**src/rtl/seq_mul_if.sv**
```systemverilog
// seq_mul_if: start/busy/done handshake and operand/product bus for seq_mul
interface seq_mul_if #(parameter int WIDTH = 8);
    logic               start;
    logic [WIDTH-1:0]   a;
    logic [WIDTH-1:0]   b;
    logic               busy;
    logic               done;
    logic [2*WIDTH-1:0] p;
    modport master (output start, a, b, input busy, done, p);
    modport slave (input start, a, b, output busy, done, p);
endinterface

```
**src/rtl/seq_mul.sv**
```systemverilog
// seq_mul: multi-cycle unsigned shift-and-add multiplier, one add+shift per cycle
module seq_mul #(
    parameter int WIDTH = 8
) (
    input logic      clk,
    input logic      rst,
    seq_mul_if.slave bus
);
    localparam int CW = $clog2(WIDTH) + 1;
    localparam logic [CW-1:0] LAST = CW'(WIDTH - 1);

    typedef enum logic [1:0] {IDLE, RUN, DONE} state_t;

    state_t             state_q, state_d;
    logic [2*WIDTH-1:0] acc_q, acc_d, p_q, p_d;
    logic [WIDTH-1:0]   mcand_q, mcand_d;
    logic [CW-1:0]      cnt_q, cnt_d;
    logic [WIDTH:0]     sum;

    // Upper half plus multiplicand keeps its carry so it can shift into the MSB
    assign sum = acc_q[0] ? {1'b0, acc_q[2*WIDTH-1:WIDTH]} + {1'b0, mcand_q}
                          : {1'b0, acc_q[2*WIDTH-1:WIDTH]};

    always_comb begin
        state_d = state_q;
        acc_d   = acc_q;
        p_d     = p_q;
        mcand_d = mcand_q;
        cnt_d   = cnt_q;
        if (state_q == RUN) begin
            acc_d = {sum, acc_q[WIDTH-1:1]};
            cnt_d = cnt_q + 1'b1;
            if (cnt_q == LAST) begin
                p_d     = {sum, acc_q[WIDTH-1:1]};
                state_d = DONE;
            end
        end else if (bus.start) begin
            mcand_d = bus.a;
            acc_d   = {{WIDTH{1'b0}}, bus.b};
            cnt_d   = '0;
            state_d = RUN;
        end else begin
            state_d = IDLE;
        end
    end

    always_ff @(posedge clk) begin
        if (rst) begin
            state_q <= IDLE;
            acc_q   <= '0;
            p_q     <= '0;
            mcand_q <= '0;
            cnt_q   <= '0;
        end else begin
            state_q <= state_d;
            acc_q   <= acc_d;
            p_q     <= p_d;
            mcand_q <= mcand_d;
            cnt_q   <= cnt_d;
        end
    end

    assign bus.busy = (state_q == RUN);
    assign bus.done = (state_q == DONE);
    assign bus.p    = p_q;
endmodule
```
**src/flat_wrapper.sv**
```systemverilog
// flat-port wrapper written by rule: the top's interface ports become plain ports
module seq_mul_flat 
#(
    parameter int WIDTH = 8
)
  (clk, rst, bus_start, bus_a, bus_b, bus_busy, bus_done, bus_p);
  seq_mul_if #(.WIDTH(WIDTH)) bus_i ();
  input logic clk;
  input logic rst;
  input wire logic [$bits(bus_i.start)-1:0] bus_start;
  input wire logic [$bits(bus_i.a)-1:0] bus_a;
  input wire logic [$bits(bus_i.b)-1:0] bus_b;
  output wire logic [$bits(bus_i.busy)-1:0] bus_busy;
  output wire logic [$bits(bus_i.done)-1:0] bus_done;
  output wire logic [$bits(bus_i.p)-1:0] bus_p;
  assign bus_i.start = bus_start;
  assign bus_i.a = bus_a;
  assign bus_i.b = bus_b;
  assign bus_busy = bus_i.busy;
  assign bus_done = bus_i.done;
  assign bus_p = bus_i.p;
  seq_mul #(.WIDTH(WIDTH)) u_core (.clk(clk), .rst(rst), .bus(bus_i));
endmodule
```
**config.mk**
```make
export PLATFORM = sky130hd
export DESIGN_NAME = seq_mul_flat
export DESIGN_NICKNAME = d
export VERILOG_FILES = /design/src/rtl/seq_mul_if.sv /design/src/rtl/seq_mul.sv /design/src/flat_wrapper.sv
export SDC_FILE = /design/constraint.sdc
export NUM_CORES = 1
export LEC_CHECK = 0
export BUFFER_PORTS_ARGS = -buffer_cell sky130_fd_sc_hd__buf_2
export CAP_MARGIN = 20
export CORE_MARGIN = 2
export CORE_UTILIZATION = 55
export CTS_BUF_LIST = sky130_fd_sc_hd__clkbuf_16
export DETAILED_ROUTE_END_ITERATION = 6
export PLACE_DENSITY = 0.77
export RECOVER_POWER = 50
export SETUP_SLACK_MARGIN = 0.3
export SLEW_MARGIN = 0
export SYNTH_ARGS = -nofsm -noshare
export SYNTH_HDL_FRONTEND = slang
export SYNTH_SLANG_ARGS = --single-unit
```
**constraint.sdc**
```tcl
create_clock -name clk -period 2.25 [get_ports clk]
set_input_delay 0.45 -clock clk [delete_from_list [all_inputs] [get_ports clk]]
set_output_delay 0.45 -clock clk [all_outputs]
set_load 0.005 [all_outputs]
```
==> results of run 1 <==
critical path: stages, from the launching register on:
cell and delay (ns):
sky130_fd_sc_hd__dfxtp_1 0.30, sky130_fd_sc_hd__nand2b_1 0.19, sky130_fd_sc_hd__clkbuf_2 0.39, sky130_fd_sc_hd__nor3_1 0.34, sky130_fd_sc_hd__buf_4 0.25, sky130_fd_sc_hd__nor2_1 0.07, sky130_fd_sc_hd__a211oi_1 0.21
logic make-up after synthesis:
logic type | synth area share [%]
AND/OR/NAND/NOR | 19.1
AO/OA/AOI/OAI | 21.5
flip-flops | 42.1
buffers and inverters | 5.44
multiplexers | 4.58
adder cells (fa/ha/maj) | 6.07
XOR/XNOR | 1.20
synth_stat cells (3+ instances only):
cell / instances / share of area, %
sky130_fd_sc_hd__nor2b_1: 5 / 1.4
sky130_fd_sc_hd__dfxtp_1: 46 / 42
sky130_fd_sc_hd__a31oi_1: 8 / 2.3
sky130_fd_sc_hd__nand2b_1: 3 / 0.86
sky130_fd_sc_hd__o211ai_1: 4 / 1.4
sky130_fd_sc_hd__a211oi_1: 13 / 4.5
sky130_fd_sc_hd__a21oi_1: 32 / 7.3
sky130_fd_sc_hd__o31ai_1: 3 / 1.0
sky130_fd_sc_hd__nand2_1: 34 / 5.8
sky130_fd_sc_hd__buf_2: 5 / 1.1
sky130_fd_sc_hd__nor2_1: 23 / 3.9
sky130_fd_sc_hd__nand3_1: 15 / 3.4
sky130_fd_sc_hd__inv_1: 6 / 1.0
sky130_fd_sc_hd__o21ai_0: 8 / 1.8
sky130_fd_sc_hd__clkbuf_1: 11 / 1.9
sky130_fd_sc_hd__mux2i_1: 10 / 4.6
sky130_fd_sc_hd__ha_1: 9 / 5.2
worst max path at each step:
stage	start	endpoint	slack (ns)	cells past startpoint
global placement	u_core.acc_q[8]	u_core.acc_q[13]	0.38	8
detailed placement	u_core.acc_q[8]	u_core.acc_q[13]	0.34	8
global route	u_core.state_q[1]	u_core.bus.p[7]	0.22	6
finish	u_core.state_q[1]	u_core.bus.p[7]	0.39	6
CTS	u_core.acc_q[8]	u_core.acc_q[13]	0.33	8
floorplan	u_core.acc_q[8]	u_core.acc_q[13]	0.47	8
area by class of cell:
class / count / share of cell area (%)
Clock buffer: 5 / 4.92
Clock inverter: 3 / 1.57
Inverter: 7 / 1.03
Multi-Input combinational cell: 192 / 45.7
Sequential cell: 46 / 36.2
Tap cell: 48 / 2.36
Timing Repair Buffer: 42 / 8.17
flip-flops by register name, summed over array words and instances (netlist names):
signal,count
u_core.state_q,2
u_core.cnt_q,4
u_core.mcand_q,8
u_core.bus.p,16
u_core.acc_q,16
per-stage QoR:
step                worst slack [ns]  total power [uW]
global route                   0.220              1910
global placement               0.380              1030
finish                         0.394              1840
detailed placement             0.337              1040
CTS                            0.331              1840
floorplan                      0.473               989
metal layers:
layer  up-vias  wire, um  track usage [%]  part of all wire [%]
met1       939      2520             32.9                    49
met2        31      2430             40.0                    47
li1       1000         -                -                     -
met3         4       166             4.56                   3.2
met4         0        35             7.40                  0.68
met5         -         0                0                     0
power by group:
group | switching, uW | total (uW) | internal (uW)
combinational | 96.1 | 157 | 60.7
clock | 295 | 814 | 519
sequential | 26.3 | 866 | 840
==> impl_metrics.json, run 1 <==
{
  "post_cts_resize_count": 0,
  "clk-insertion-delay-late_ns": 0.28,
  "hold_viol": 0,
  "cts_max_path_buffers": 2,
  "multi_input_area_um2": 1160,
  "grt-ovfl-total": 0,
  "drt_drc_violations_left": 0,
  "place.detailed.instances": 335,
  "synth_top_flop_cell": "sky130_fd_sc_hd__dfxtp_1",
  "worst_path_required_ns": 2.44,
  "cts-buffers-inserted": 5,
  "rsz0062_at_grt": "false",
  "cts-hold-fix-buffers": 0,
  "regToRegEndpoint": "u_core.bus.p[7]",
  "r2r.worst_path.cells": 6,
  "grt_pass1_vias": 1803,
  "drtIter0Drc": 138,
  "final_core_utilization_pct": 67.9,
  "dp.final_hpwl_um": 3350,
  "yosysSeqAreaShare_pct": 42.1,
  "synth-edff-count": 0,
  "setup_viol": 0,
  "tritoncts": "built",
  "antenna_cells_inserted": 0,
  "grt_antenna_before_repair": 0,
  "max_cap_viol_count": 0,
  "setup.worst_path.start_class": "flop",
  "asyncSetResetFlopFracSynth_pct": 0,
  "ys.warnings.count": 0,
  "synthCells": 264,
  "area.sequential_um2": 921,
  "netlist_area_um2": 2190,
  "clock-root-buffer": "sky130_fd_sc_hd__clkbuf_16",
  "gpl.final_weighted_congestion": 0.822,
  "num_vias": 1974,
  "timing.critical_path.to_type": "flop",
  "ys_seq_elements": 46,
  "maxSlewViolCount": 0,
  "rrSetupSlack_ns": 0.39,
  "horiz_die_dim_um": 67.0,
  "grt_pass1_wl_um": 8400,
  "pin_count_of_the_biggest_net_entering_global_routing": 33,
  "drive_gt1_share_pct": 15.3,
  "maximum_ir_drop_on_the_vdd_rail_v": 0.000526,
  "achievable-frequency_ghz": 0.539,
  "synth_fp_nets": 293,
  "p_leak_uw": 0.00102,
  "timing_worst_slew_pin_value_ns": 0.703,
  "final.hold.worst_slack_ns": 0.413,
  "port_buffers": 36,
  "routed_wirelength_um": 5150,
  "post_drt_via_cell_ratio": 5.76,
  "period_share_pct": 82.5,
  "stdcell_area_um2": 2540,
  "period_needed_ns": 1.86,
  "holdCritPathClass": "in2reg",
  "post-cts-setup-buffers": 0,
  "hold_start": "bus_a[3]",
  "layout_common_cells": "sky130_fd_sc_hd__dfxtp_1, sky130_fd_sc_hd__nand2_1, sky130_fd_sc_hd__a21oi_1",
  "worstHoldEndpoint": "u_core.mcand_q[3]",
  "max_slew_headroom_at_the_worst_pin_pct": 53.1,
  "criticalPathCategory": "reg2reg",
  "cp_max_fo": 28,
  "io-pin-count": 37,
  "tns_ns": 0,
  "htreeDepth": 2,
  "synth_cell_types": 40,
  "clk_pin_slew_worst_paths_ns": 0.06,
  "worst_clock_skew_ns": 0.00265,
  "floorplan.initialDensity_pct": 58.4,
  "groute.usage.overall_pct": 24.6,
  "design.core.area_um2": 3740,
  "synthesis.area_per_instance_um2": 8.28,
  "placementRows": 22,
  "placedInstanceArea_um2": 2380,
  "drt_pass1_iterations": 4,
  "filler_cells_inserted": 330,
  "worst_r2r_src": "u_core.state_q[1]",
  "min_delay_path_depth": 3,
  "status": "complete, no violations",
  "layout_commonest_cell": "sky130_fd_sc_hd__dfxtp_1",
  "area_growth_syn_to_layout_pct": 16.4,
  "routedWlPerCell_um": 15.0,
  "power-per-cell-area_nw_per_um2": 722,
  "design.die.area_um2": 4490,
  "clkSinkCount": 46,
  "cp.arrival_ns": 2.05,
  "net_count_reported_at_finish": 323,
  "die_h_um": 67.0,
  "ant_nets": 0,
  "layoutNonFillerInstCount": 343
}
No activity file was read; power rests on OpenSTA's default activity.
==> run 2, diff against run 1 <==
Settings changed: CORE_UTILIZATION 55 to 50, PLACE_DENSITY 0.77 to 0.74.
Clock period 2.25 ns to 1.5 ns, I/O delays scaled along.
==> impl_metrics.json, run 2 (synthesis results as in run 1) <==
{
  "drt_drc_violations_left": 0,
  "routed_wirelength_um": 6460,
  "drt_pass1_iterations": 4,
  "r2r.worst_path.cells": 8,
  "status": "complete, but fails checks",
  "cts_max_path_buffers": 2,
  "design.core.area_um2": 4290,
  "setup.worst_path.start_class": "flop",
  "period_needed_ns": 1.79,
  "hold_viol": 0,
  "criticalPathCategory": "reg2reg",
  "timing.critical_path.to_type": "flop",
  "rsz0062_at_grt": "true",
  "antenna_cells_inserted": 0,
  "drtIter0Drc": 273,
  "gpl.final_weighted_congestion": 0.781,
  "p_leak_uw": 0.00136,
  "power-per-cell-area_nw_per_um2": 863,
  "cts-hold-fix-buffers": 0,
  "horiz_die_dim_um": 70.1,
  "timing_worst_slew_pin_value_ns": 0.359,
  "max_cap_viol_count": 0,
  "worst_clock_skew_ns": 0.0115,
  "critical_path.max_stage_delay_ns": 0.35,
  "worst_path_required_ns": 1.71,
  "clk-insertion-delay-late_ns": 0.29,
  "port_buffers": 36,
  "maximum_ir_drop_on_the_vdd_rail_v": 0.000701,
  "regToRegEndpoint": "u_core.bus.p[13]",
  "max_slew_headroom_at_the_worst_pin_pct": 75.9,
  "grt-ovfl-total": 0,
  "drive_gt1_share_pct": 45.8,
  "violations_in_the_final_reports": "negative setup slack",
  "holdCritPathClass": "in2reg",
  "critical_path.slowest_cell": "sky130_fd_sc_hd__o31ai_2",
  "groute.usage.overall_pct": 24.2,
  "layoutNonFillerInstCount": 386,
  "ant_nets": 0,
  "placedInstanceArea_um2": 2680,
  "final.hold.worst_slack_ns": 0.252,
  "rrSetupSlack_ns": -0.29,
  "clock-root-buffer": "sky130_fd_sc_hd__clkbuf_16",
  "layout_common_cells": "sky130_fd_sc_hd__buf_4, sky130_fd_sc_hd__dfxtp_1, sky130_fd_sc_hd__buf_2",
  "worstSetupEndpoint": "u_core.bus.p[13]",
  "grt_antenna_before_repair": 0,
  "place.detailed.instances": 366,
  "num_vias": 2266,
  "routedWlPerCell_um": 16.7,
  "htreeDepth": 2,
  "period_share_pct": 119,
  "worst_r2r_src": "u_core.acc_q[8]",
  "layout_commonest_cell": "sky130_fd_sc_hd__buf_4",
  "floorplan.initialDensity_pct": 50.9,
  "net_count_reported_at_finish": 362,
  "stdcell_area_um2": 3230,
  "area_growth_syn_to_layout_pct": 47.6,
  "crit_start": "u_core.acc_q[8]",
  "cp_max_fo": 3,
  "path_cells": "ha_4, inv_2, fa_2, nor2b_4, o31ai_2, and3_1, o21ai_1, a31oi_1",
  "clk_pin_slew_worst_paths_ns": 0.07,
  "grt_pass1_vias": 2085,
  "setup_ws_ns": -0.288,
  "io-pin-count": 37,
  "placementRows": 24,
  "achievable-frequency_ghz": 0.559,
  "dp.final_hpwl_um": 3730,
  "tritoncts": "built",
  "clkSinkCount": 46,
  "die_h_um": 70.1,
  "design.die.area_um2": 4920,
  "maxSlewViolCount": 0,
  "post_drt_via_cell_ratio": 5.87,
  "pin_count_of_the_biggest_net_entering_global_routing": 24,
  "grt_pass1_wl_um": 9550,
  "cp.arrival_ns": 2.00,
  "cts-buffers-inserted": 5,
  "setup_viol": 14
}
-- run 2: changes by cell type in the layout (fill, tap and decap cells not counted), moves of 9 or more --
cell                      before  now
sky130_fd_sc_hd__a21oi_1      32   23
sky130_fd_sc_hd__a21oi_2       0    9
sky130_fd_sc_hd__buf_4         4   36
sky130_fd_sc_hd__dfxtp_1      46   32
sky130_fd_sc_hd__dfxtp_2       0   13
sky130_fd_sc_hd__nand2_1      34   18
sky130_fd_sc_hd__nand2_4       0    9
-- run 2: layout make-up --
| type | instances | area, um2 |
|---|---|---|
| fillers | 289 | 1070 |
| multi-input cells | 192 | 1490 |
| flip-flops and latches | 46 | 941 |
| inverters | 7 | 28.8 |
| clock inverters | 3 | 25.0 |
| well taps | 52 | 65.1 |
| clock buffers | 5 | 125 |
| repair buffers | 81 | 554 |
-- run 2: worst min path at each step --
stage / start / end / slack [ns] / depth (start not counted)
after detailed placement: u_core.bus.p[1] / u_core.bus.p[1] / 0.45 / 2
final: bus_a[0] / u_core.mcand_q[0] / 0.25 / 3
after CTS: bus_a[4] / u_core.mcand_q[4] / 0.25 / 3
after global routing: bus_a[0] / u_core.mcand_q[0] / 0.26 / 3
after global placement: u_core.bus.p[2] / u_core.bus.p[2] / 0.44 / 2
after floorplan: bus_a[0] / u_core.mcand_q[0] / 0.44 / 2
-- run 2: per-layer routing --
layer | part of all wire, % | global-route usage [%] | vias to the layer above
li1 | - | - | 1078
met3 | 5.6 | 7.07 | 11
met4 | 1.6 | 6.62 | 0
met1 | 41 | 29.2 | 1092
met2 | 52 | 42.0 | 85
met5 | 0 | 0 | -
-- run 2: through the flow --
step	util (%)	setup slack [ns]	setup TNS [ns]	power (uW)
after detailed placement	62.5	-0.191	-1.45	1610
final	75.1	-0.288	-2.02	2780
after global placement	62.5	-0.158	-1.06	1600
after CTS	71.4	-0.154	-0.957	2760
after global routing	75.1	-0.324	-3.04	2870
after floorplan	-	-0.126	-0.359	1500
-- run 2: timing repair --
item                                    4_1_cts  5_1_grt
setup buffers                                 8        2
pin swaps                                    18       31
endpoints found under the setup margin       37       33
gates cloned                                  1        1
gates resized for setup                      46       41
-- run 2: worst max-delay path: cells and delay by family (launching register included) --
kind	cells	cell delay, ns
AOI/OAI and AO/OA	3	0.61
and+or+nand+nor	2	0.33
adders and majority gates	2	0.39
buffers and inverters	1	0.05
DFF	1	0.34
-- run 2: power by group --
part / internal [uW] / total, uW / switching [uW]
logic: 155 / 336 / 181
registers: 1260 / 1310 / 51.1
clock network: 627 / 1130 / 507
total: 2040 / 2780 / 739
